`src/rtl/vec_mul_pkg.sv`:
```
// rtl/vec_mul_pkg.sv - shared FSM state type and pipeline-latency bounds
package vec_mul_pkg;

  // Sequencer control states; IDLE is the only non-busy state.
  typedef enum logic [2:0] {
    ST_IDLE  = 3'd0,
    ST_WLOAD = 3'd1,
    ST_RUN   = 3'd2,
    ST_DRAIN = 3'd3,
    ST_FIN   = 3'd4
  } seq_state_e;

  // Legal range of the address-to-result latency of the multiplier path.
  localparam int PIPE_LAT_MIN = 1;
  localparam int PIPE_LAT_MAX = 16;

endpackage

```
`src/rtl/vec_mul_sequencer_if.sv`:
```
// rtl/vec_mul_sequencer_if.sv - job, weight FIFO, UB and result-SRAM signals of the sequencer
interface vec_mul_sequencer_if #(
  parameter int ADDRESSSIZE = 10,
  parameter int LEN_W       = 8
);

  logic                   start;
  logic                   weight_reload_req;
  logic [ADDRESSSIZE-1:0] src_base;
  logic [ADDRESSSIZE-1:0] dst_base;
  logic [LEN_W-1:0]       num_vec;
  logic                   fifo_empty;
  logic                   fifo_read_enable;
  logic                   weight_reload;
  logic                   ub_read_en;
  logic [ADDRESSSIZE-1:0] ub_address;
  logic                   res_write_enable;
  logic [ADDRESSSIZE-1:0] res_address;
  logic                   busy;
  logic                   done;
  logic                   err_no_weight;

  // Master: the job issuer / surrounding datapath that drives requests and FIFO status.
  modport master (
    output start, weight_reload_req, src_base, dst_base, num_vec, fifo_empty,
    input  fifo_read_enable, weight_reload, ub_read_en, ub_address,
           res_write_enable, res_address, busy, done, err_no_weight
  );

  // Slave: the sequencer itself.
  modport slave (
    input  start, weight_reload_req, src_base, dst_base, num_vec, fifo_empty,
    output fifo_read_enable, weight_reload, ub_read_en, ub_address,
           res_write_enable, res_address, busy, done, err_no_weight
  );

endinterface

```
`src/rtl/valid_delay_line.sv`:
```
// rtl/valid_delay_line.sv - DEPTH-stage valid shift register tracking in-flight multiplier results
module valid_delay_line #(
  parameter int DEPTH = 3
) (
  input  logic clk,
  input  logic rst_i,
  input  logic valid_i,
  output logic valid_o,
  output logic pending_o
);

  logic [DEPTH-1:0] pipe_q;
  logic [DEPTH-1:0] pipe_d;

  // Shift the incoming valid one stage per cycle toward the output.
  always_comb begin
    pipe_d    = '0;
    pipe_d[0] = valid_i;
    for (int i = 1; i < DEPTH; i++) begin
      pipe_d[i] = pipe_q[i-1];
    end
  end

  // Stage register; reset drops every in-flight valid.
  always_ff @(posedge clk) begin
    if (rst_i) begin
      pipe_q <= '0;
    end else begin
      pipe_q <= pipe_d;
    end
  end

  // Pending means something is still upstream of the output stage, so the
  // line will not be empty after the next edge.
  always_comb begin
    pending_o = 1'b0;
    for (int i = 0; i < DEPTH - 1; i++) begin
      pending_o = pending_o | pipe_q[i];
    end
  end

  assign valid_o = pipe_q[DEPTH-1];

endmodule

```
`src/rtl/vec_mul_sequencer.sv`:
```
// rtl/vec_mul_sequencer.sv - vector-multiply job sequencer (optional VEC_MUL_PERF_CNT_EN adds cycle_count)
module vec_mul_sequencer
  import vec_mul_pkg::*;
#(
  parameter int ADDRESSSIZE = 10,
  parameter int LEN_W       = 8,
  parameter int PIPE_LAT    = 3
) (
  input  logic clk,
  input  logic rstn,
  vec_mul_sequencer_if.slave bus
`ifdef VEC_MUL_PERF_CNT_EN
  ,
  output logic [31:0] cycle_count
`endif
);

  seq_state_e             state_q, state_d;
  logic [ADDRESSSIZE-1:0] src_q, src_d;
  logic [ADDRESSSIZE-1:0] dst_q, dst_d;
  logic [LEN_W-1:0]       num_q, num_d;
  logic [LEN_W-1:0]       rd_cnt_q, rd_cnt_d;
  logic [ADDRESSSIZE-1:0] wr_cnt_q, wr_cnt_d;
  logic                   err_q, err_d;

  logic rd_en;
  logic fifo_rd;
  logic done_pulse;
  logic wr_en;
  logic pipe_pending;

  // Each UB read returns a product PIPE_LAT cycles later; the delayed
  // read-enable is exactly the result write strobe.
  valid_delay_line #(
    .DEPTH(PIPE_LAT)
  ) u_valid_delay (
    .clk      (clk),
    .rst_i    (rstn),
    .valid_i  (rd_en),
    .valid_o  (wr_en),
    .pending_o(pipe_pending)
  );

  // State and job-context registers; rstn is active-high.
  always_ff @(posedge clk) begin
    if (rstn) begin
      state_q  <= ST_IDLE;
      src_q    <= '0;
      dst_q    <= '0;
      num_q    <= '0;
      rd_cnt_q <= '0;
      wr_cnt_q <= '0;
      err_q    <= 1'b0;
    end else begin
      state_q  <= state_d;
      src_q    <= src_d;
      dst_q    <= dst_d;
      num_q    <= num_d;
      rd_cnt_q <= rd_cnt_d;
      wr_cnt_q <= wr_cnt_d;
      err_q    <= err_d;
    end
  end

  // Next-state and per-state strobes.
  always_comb begin
    state_d    = state_q;
    src_d      = src_q;
    dst_d      = dst_q;
    num_d      = num_q;
    rd_cnt_d   = rd_cnt_q;
    wr_cnt_d   = wr_cnt_q;
    err_d      = err_q;
    rd_en      = 1'b0;
    fifo_rd    = 1'b0;
    done_pulse = 1'b0;

    if (wr_en) begin
      wr_cnt_d = wr_cnt_q + ADDRESSSIZE'(1);
    end

    unique case (state_q)
      ST_IDLE: begin
        // Start is only looked at here, so a start while busy is dropped.
        if (bus.start) begin
          err_d = 1'b0;
          if (bus.num_vec != '0) begin
            src_d    = bus.src_base;
            dst_d    = bus.dst_base;
            num_d    = bus.num_vec;
            rd_cnt_d = '0;
            wr_cnt_d = '0;
            state_d  = bus.weight_reload_req ? ST_WLOAD : ST_RUN;
          end else begin
            // Empty job: acknowledge with done and touch no memory.
            state_d = ST_FIN;
          end
        end
      end

      ST_WLOAD: begin
        if (!bus.fifo_empty) begin
          fifo_rd = 1'b1;
          state_d = ST_RUN;
        end else begin
          // No weights available: abort silently, flag stays until next start.
          err_d   = 1'b1;
          state_d = ST_IDLE;
        end
      end

      ST_RUN: begin
        rd_en    = 1'b1;
        rd_cnt_d = rd_cnt_q + LEN_W'(1);
        if (rd_cnt_q == num_q - LEN_W'(1)) begin
          state_d = ST_DRAIN;
        end
      end

      ST_DRAIN: begin
        // Leave once only the output stage (or nothing) is still valid, so
        // FIN lands the cycle after the final write.
        if (!pipe_pending) begin
          state_d = ST_FIN;
        end
      end

      ST_FIN: begin
        done_pulse = 1'b1;
        state_d    = ST_IDLE;
      end

      default: begin
        state_d = ST_IDLE;
      end
    endcase
  end

  assign bus.ub_read_en       = rd_en;
  assign bus.ub_address       = rd_en ? (src_q + ADDRESSSIZE'(rd_cnt_q)) : '0;
  assign bus.res_write_enable = wr_en;
  assign bus.res_address      = wr_en ? (dst_q + wr_cnt_q) : '0;
  assign bus.fifo_read_enable = fifo_rd;
  assign bus.weight_reload    = fifo_rd;
  assign bus.busy             = (state_q != ST_IDLE);
  assign bus.done             = done_pulse;
  assign bus.err_no_weight    = err_q;

`ifdef VEC_MUL_PERF_CNT_EN
  logic [31:0] cycle_cnt_q;

  // Busy-cycle counter: restarts on an accepted start, holds once idle, saturates.
  always_ff @(posedge clk) begin
    if (rstn) begin
      cycle_cnt_q <= '0;
    end else if ((state_q == ST_IDLE) && bus.start) begin
      cycle_cnt_q <= '0;
    end else if ((state_q != ST_IDLE) && (cycle_cnt_q != 32'hFFFF_FFFF)) begin
      cycle_cnt_q <= cycle_cnt_q + 32'd1;
    end
  end

  assign cycle_count = cycle_cnt_q;
`endif

endmodule

```
`src/flat_wrapper.sv`:
```
// flat-port wrapper written by rule: the top's interface ports become plain ports
module vec_mul_sequencer_flat import vec_mul_pkg::*;
#(
  parameter int ADDRESSSIZE = 10,
  parameter int LEN_W       = 8,
  parameter int PIPE_LAT    = 3
)
  (clk, rstn, bus_start, bus_weight_reload_req, bus_src_base, bus_dst_base, bus_num_vec, bus_fifo_empty, bus_fifo_read_enable, bus_weight_reload, bus_ub_read_en, bus_ub_address, bus_res_write_enable, bus_res_address, bus_busy, bus_done, bus_err_no_weight);
  vec_mul_sequencer_if #(.ADDRESSSIZE(ADDRESSSIZE), .LEN_W(LEN_W)) bus_i ();
  input  logic clk;
  input  logic rstn;
  input wire logic [$bits(bus_i.start)-1:0] bus_start;
  input wire logic [$bits(bus_i.weight_reload_req)-1:0] bus_weight_reload_req;
  input wire logic [$bits(bus_i.src_base)-1:0] bus_src_base;
  input wire logic [$bits(bus_i.dst_base)-1:0] bus_dst_base;
  input wire logic [$bits(bus_i.num_vec)-1:0] bus_num_vec;
  input wire logic [$bits(bus_i.fifo_empty)-1:0] bus_fifo_empty;
  output wire logic [$bits(bus_i.fifo_read_enable)-1:0] bus_fifo_read_enable;
  output wire logic [$bits(bus_i.weight_reload)-1:0] bus_weight_reload;
  output wire logic [$bits(bus_i.ub_read_en)-1:0] bus_ub_read_en;
  output wire logic [$bits(bus_i.ub_address)-1:0] bus_ub_address;
  output wire logic [$bits(bus_i.res_write_enable)-1:0] bus_res_write_enable;
  output wire logic [$bits(bus_i.res_address)-1:0] bus_res_address;
  output wire logic [$bits(bus_i.busy)-1:0] bus_busy;
  output wire logic [$bits(bus_i.done)-1:0] bus_done;
  output wire logic [$bits(bus_i.err_no_weight)-1:0] bus_err_no_weight;
  assign bus_i.start = bus_start;
  assign bus_i.weight_reload_req = bus_weight_reload_req;
  assign bus_i.src_base = bus_src_base;
  assign bus_i.dst_base = bus_dst_base;
  assign bus_i.num_vec = bus_num_vec;
  assign bus_i.fifo_empty = bus_fifo_empty;
  assign bus_fifo_read_enable = bus_i.fifo_read_enable;
  assign bus_weight_reload = bus_i.weight_reload;
  assign bus_ub_read_en = bus_i.ub_read_en;
  assign bus_ub_address = bus_i.ub_address;
  assign bus_res_write_enable = bus_i.res_write_enable;
  assign bus_res_address = bus_i.res_address;
  assign bus_busy = bus_i.busy;
  assign bus_done = bus_i.done;
  assign bus_err_no_weight = bus_i.err_no_weight;
  vec_mul_sequencer #(.ADDRESSSIZE(ADDRESSSIZE), .LEN_W(LEN_W), .PIPE_LAT(PIPE_LAT)) u_core (.clk(clk), .rstn(rstn), .bus(bus_i));
endmodule
```
`config.mk`:
```
export PLATFORM = sky130hd
export DESIGN_NAME = vec_mul_sequencer_flat
export DESIGN_NICKNAME = d
export VERILOG_FILES = /design/src/rtl/vec_mul_pkg.sv /design/src/rtl/vec_mul_sequencer_if.sv /design/src/rtl/valid_delay_line.sv /design/src/rtl/vec_mul_sequencer.sv /design/src/flat_wrapper.sv
export SDC_FILE = /design/constraint.sdc
export NUM_CORES = 1
export LEC_CHECK = 0
export CAP_MARGIN = 20
export CORE_MARGIN = 4
export CORE_UTILIZATION = 45
export DETAILED_ROUTE_END_ITERATION = 8
export GPL_ROUTABILITY_DRIVEN = 0
export PLACE_DENSITY = 0.71
export SYNTH_ARGS = -nofsm -noshare
export SYNTH_HDL_FRONTEND = slang
export SYNTH_SLANG_ARGS = --single-unit
```
`constraint.sdc`:
```
create_clock -name clk -period 3.25 [get_ports clk]
set_clock_uncertainty 0.05 [all_clocks]
set_input_delay 0.4875 -clock clk [delete_from_list [all_inputs] [get_ports clk]]
set_output_delay 0.4875 -clock clk [all_outputs]
set_load 0.005 [all_outputs]
```
# Word-level counts from Yosys, hierarchy flattened
# Cells that the tools add are included.
word_totals:
  reg_bits: 53
  input_bits: 33
  output_inout_bits: 27
  elab_cells: 56
classes:
  n_addsub: 5
  n_eq_ne: 10
  mux: 23
  bitwise: 1
  n_reduce_logical: 9
op_table:
  columns: ["cell", "count"]
  rows:
  - ["$mux W10", 6]
  - ["$mux W8", 2]
  - ["$pmux W8 S2", 1]
  - ["$mux W3", 4]
  - ["$pmux W3 S4", 1]
  - ["$reduce_and A3 Y1", 4]
  - ["$add A10 B1 Y10 const B", 1]
  - ["$add A10 B10 Y10", 1]
  - ["$add A10 B8 Y10", 1]
  - ["$add A8 B1 Y8 const B", 1]
  - ["$eq A8 B8 Y1", 1]
  - ["$reduce_bool A8 Y1", 1]
  - ["$sub A8 B1 Y8 const B", 1]
  - ["$eq A3 B2 Y1 const B", 2]
  - ["$mux W1", 6]
  - ["$ne A2 B2 Y1 const B", 3]
  - ["$mux W2", 2]
  - ["$ne A2 B1 Y1 const B", 2]
  - ["$reduce_bool A2 Y1", 2]
  - ["$eq A3 B1 Y1 const B", 1]
  - ["$eq A3 B3 Y1 const B", 1]
  - ["$logic_not A3 Y1", 1]
  - ["$reduce_bool A3 Y1", 1]
  - ["$pmux W1 S2", 1]
  - ["$or A1 B1 Y1", 1]

# Longest topological paths before layout
depth:
  word_depth: 5
  mapped_depth: 8

# Hierarchy
# A second synthesis with hierarchy kept.
unflattened:
  cells_unflattened: 406
  hier_area_um2: 3165.5
modules_own_cells:
  columns: ["mod", "instances", "cells_each", "area_each_um2", "seq_area_each_um2"]
  rows:
  - ["vec_mul_sequencer", 1, 399, 3080.5, 1001.0]
  - ["valid_delay_line", 1, 7, 85.1, 60.1]

# Worst setup path before layout
# No wires, ideal clock.
synth_path:
  kind: "register to output"
  start: "reg u_core.rd_cnt_q[0]"
  end: "out bus_ub_address[8]"
  arrival_ps: 1790
  path_slack_ps: 922
  stages_incl_launch_ff: 9
  path_buffers: 0
  path_cell_list: "dfxtp_1 ha_1 inv_1 fa_1 nor2b_1 o21ai_0 a21oi_1 o21ai_0 mux2i_1"
synth_via:
  elab_chain_cells: 2
synth_rtl:
  columns: ["item", "line_no", "rtl"]
  rows:
  - ["from (decl)", "vec_mul_sequencer.sv:22", "logic [LEN_W-1:0] rd_cnt_q, rd_cnt_d;"]
  - ["from (signal assigned)", "vec_mul_sequencer.sv:59", "rd_cnt_q <= rd_cnt_d;"]
  - ["$add A10 B8 Y10", "vec_mul_sequencer.sv:140", "assign bus.ub_address = rd_en ? (src_q + ADDRESSSIZE'(rd_cnt_q)) : '0;"]
  - ["$mux W10", "vec_mul_sequencer.sv:140", null]
  - ["to (decl)", "flat_wrapper.sv:21", "output wire logic [$bits(bus_i.ub_address)-1:0] bus_ub_address;"]
# No other way between the ends.

# Worst setup path in the final report
layout_path:
  start: "reg u_core.wr_cnt_q[0]"
  end: "out bus_res_address[8]"
layout_via:
  elab_chain_cells: 2
layout_rtl:
  columns: ["item", "line_no", "rtl"]
  rows:
  - ["from (decl)", "vec_mul_sequencer.sv:23", "logic [ADDRESSSIZE-1:0] wr_cnt_q, wr_cnt_d;"]
  - ["from (signal assigned)", "vec_mul_sequencer.sv:60", "wr_cnt_q <= wr_cnt_d;"]
  - ["$add A10 B10 Y10", "vec_mul_sequencer.sv:142", "assign bus.res_address = wr_en ? (dst_q + wr_cnt_q) : '0;"]
  - ["$mux W10", "vec_mul_sequencer.sv:142", null]
  - ["to (decl)", "flat_wrapper.sv:23", "output wire logic [$bits(bus_i.res_address)-1:0] bus_res_address;"]
# No other way between the ends.

==> summary.md <==
| Metric | Value |
|---|---|
| Outcome | completed |
| Cell count after placement | 524 |
| Count of flip-flops with a built-in enable after synthesis | 0 |
| Die Wd | 90.9 µm |
| Placed instance area | 3750 µm² |
| Flop2flop setup slack | 1.05 ns |
| Chip Height | 90.9 µm |
| MaxCap Viol Count | 0 |
| Port bufs | 59 |
| GRT overflow | 0 |
| Net Sw Frac | 0.325 |
| WL final | 6920 µm |
| Worst Max-Slew Pin Slew | 0.565 ns |
| Post-synthesis sequential area ratio | 0.343 |
| DRC errors left | 0 |
| Post-CTS Setup Inserts | 0 |
| Met1 wire length | around 3200 µm |
| CP max-delay cell | clkdlybuf4s50_1 |
| Pwr/cell area | just over 400 nW/µm² |
| WL met2 | around 3400 µm |
| Core Box Area | 6490 µm² |
| Share of layout cells above drive strength 1 | 0.0681 |
| Met3 WL | 224 µm |
| Final WS setup | 0.161 ns |
| Io pins | 60 |
| Crit path depth | 9 |
| Reg power frac | 0.475 |
| Avg Cell Area, Syn | 7.78 µm² |
| Clk pwr share | 0.225 |
| LEAKAGE | 0.00147 µW |
| Area Overhead vs Synth | 25.1% |
| YS warnings | 0 |
| Pint | 1080 µW |
| Top Layer Used | met4 |
| Non-Filler Instances | 532 |
| Synthesized area | 3090 µm² |
| Worst-skew pair later-pin latency | 0.30 ns |
| Critical Path End Type | output pin |
| Reg-to-Reg Start | u_core.state_q[0]$_SDFFE_PP0P_ |
| Tcrit/Tclk final | 0.951 |
| Vias in the first global route | 2,731 |
| Hold_sp | u_core.dst_q[0]$_SDFFE_PP0P_ |
| Dominant cell type by area after synthesis | dfxtp_1 |
| Final Hold Fails | 0 |
| Commonest non-fill, non-tap cell in the layout | nand2_1 |
| Pre-CTS setup slack | 0.386 ns |
| Area fraction of the dominant cell type after synthesis | 0.343 |
| Initial DRT Pass Iterations | 4 |
| Routed vias | about 2,800 |
| Final setup violation count | 0 |
| Setup TNS Final | 0 ns |
| Initial cell density of the core | 0.476 |
| Largest net degree at the start of global routing | 18 |
| Hold path depth | 2 |
| Layout net count | 509 |
| Total Routing Usage GR | 0.171 |
| Initial DRC count | 116 |
| Max Freq | 0.324 GHz |
| Ys async rst share | 0 |
| Req. time, crit path | around 2.7 ns |
| R2r worst-path depth | 6 |
| Final ANT Viol Nets | 0 |
| Synth area leaders | dfxtp_1 34%, nand2_1 9.1%, ha_1 8.1% |
| Num CTS Buffers | 5 |
| Min-delay worst type | register to register |
| Comb pwr share | 0.300 |
| Commonest cells after routing, fill and taps aside | 75 x nand2_1, 59 x clkdlybuf4s50_1, 50 x dfxtp_1, 42 x a21oi_1, 34 x nor2_1 |
| Crit path time final | just over 3 ns |
| Ant diodes | 0 |
| Final Cell Area | 3870 µm² |
| Critical path class | register to output pin |
| Crit path buffers/inverters | 2 |
| Clk sink count | 53 |
| Longest Clk Path Bufs | 2 |
| Maximum VDD drop | approximately 0.00032 V |
| Psw | between 500 and 600 µW |
| Reg-to-reg endpoint | u_core.rd_cnt_q[6]$_SDFFE_PP0P_ |
| Die area | about 8300 µm² |
| Post-DP HPWL | 5340 µm |
| Cell Rows | 29 |
| Slew headroom | 0.623 |
| CP max stage delay | a little over 0.5 ns |
| Synth Instances | 397 |
| Arr. time, crit path | about 2.6 ns |
| Initial antenna violation count | 0 |
| First-pass GRT wire length | about 12,000 µm |
| Seq cells post-synth | 53 |
| Root buf cell | clkbuf_8 |
| Routed len/inst | ~13 µm |
| Cell class contributing the biggest share of worst-path delay | adder cells |
| CTS tree | done |
| Worst-path cell chain | ha_1 -> inv_1 -> fa_1 -> nor2b_2 -> o21ai_1 -> a21oi_2 -> o41ai_2 -> mux2i_1 -> clkdlybuf4s50_1 |
| Overall Power | 1610 µW |
| Crit start category | register |
| CP max FO | 5 |
| CTS H-Tree Depth | 2 |
| Reg clk slew, reported paths | 0.09 ns |
| Min-Delay Endpoint | u_core.dst_q[0]$_SDFFE_PP0P_ |
| Vias/cell | 5.28 |
| Post-synth cell types | between 40 and 50 |
| CTS Hold Buffers Added | 0 |
| Top_reg_cell synth | dfxtp_1 |
| Slew Viols, Final | 0 |
| Syn nets | between 400 and 500 |
[per-stage QoR]
step,utilization,hold slack (ns)
2_1_floorplan,-,0.390
3_3_place_gp,0.578,0.396
6_report,0.595,0.417
4_1_cts,0.591,0.417
3_5_place_dp,0.578,0.403
5_1_grt,0.595,0.431
[flip-flops by register name (all words and copies together), names as in the netlist]
register	cells
u_core.src_q	10
u_core.dst_q	10
u_core.rd_cnt_q	8
u_core.wr_cnt_q	10
u_core.u_valid_delay.pipe_q	3
u_core.bus.err_no_weight	1
u_core.state_q	3
u_core.num_q	8
[metal layers]
layer / vias to the layer above / track usage
met2: 44 / 0.308
met1: 1289 / 0.205
li1: 1466 / -
met4: 0 / 0.0490
met3: 8 / 0.0342
met5: - / 0
[tightest hold or removal path, stage by stage, from the launching register on]
cell     delay, ns
dfxtp_1       0.32
nand2_1       0.05
a21oi_1       0.05
[cell usage after synthesis (3+ instances only)]
| cell type | count |
|---|---|
| and2_1 | 4 |
| clkbuf_1 | 7 |
| o21ai_0 | 14 |
| nor2b_1 | 7 |
| a31oi_1 | 4 |
| a211oi_1 | 4 |
| o21a_1 | 3 |
| nand3_1 | 10 |
| nand4_1 | 6 |
| mux2i_1 | 6 |
| nor4_1 | 4 |
| dfxtp_1 | 53 |
| a21oi_1 | 44 |
| xor2_1 | 15 |
| nand2_1 | 75 |
| nor2_1 | 34 |
| or3_1 | 4 |
| xnor2_1 | 14 |
| buf_4 | 4 |
| ha_1 | 20 |
| nand2b_1 | 10 |
| inv_1 | 14 |
| buf_2 | 4 |
| nor3_1 | 11 |
[power groups by stage]
stage          Combinational [µW]  Sequential [µW]  Clock [µW]
5_1_grt                       544              773         411
3_5_place_dp                  481              778           0
4_1_cts                       486              763         376
2_1_floorplan                 334              760           0
6_report                      482              763         362
3_3_place_gp                  474              775           0
[repair_timing]
action,CTS,global route
setup endpoints to repair,0,4
endpoints found under the hold margin,0,0
resized for setup,0,12
[worst max path at each step]
stage / from / to / slack [ns]
6_report: u_core.wr_cnt_q[0]$_SDFF_PP0_ / bus_res_address[8] / 0.16
3_3_place_gp: u_core.wr_cnt_q[0]$_SDFF_PP0_ / bus_res_address[8] / 0.43
2_1_floorplan: u_core.rd_cnt_q[0]$_SDFFE_PP0P_ / bus_ub_address[8] / 0.92
3_5_place_dp: u_core.wr_cnt_q[0]$_SDFF_PP0_ / bus_res_address[8] / 0.39
4_1_cts: u_core.wr_cnt_q[0]$_SDFF_PP0_ / bus_res_address[8] / 0.01
5_1_grt: u_core.wr_cnt_q[0]$_SDFF_PP0_ / bus_res_address[8] / -0.04
[cells by family (layout without fill, tap and decap cells)]
kind of cell             Yosys count  count (layout)  share of synthesized area
buffers and inverters             32              90                     0.0462
multiplexers                       6               6                     0.0194
XOR/XNOR                          29              29                     0.0822
AO/OA/AOI/OAI                     81              81                      0.149
AND/OR/NAND/NOR                  174             174                      0.266
adder cells (fa/ha/maj)           22              22                     0.0939
flip-flops                        53              53                      0.343
[final cells by class]
class                      instances  area (µm²)
clock buffer                       6        72.6
clock inverter                     2        15.0
fill                             612        2630
inverter                          15        57.6
multi-input combinational        312        1910
sequential                        53        1060
tap                               77        96.3
timing repair buffer              67         651
No activity file was read; power rests on OpenSTA's default activity.
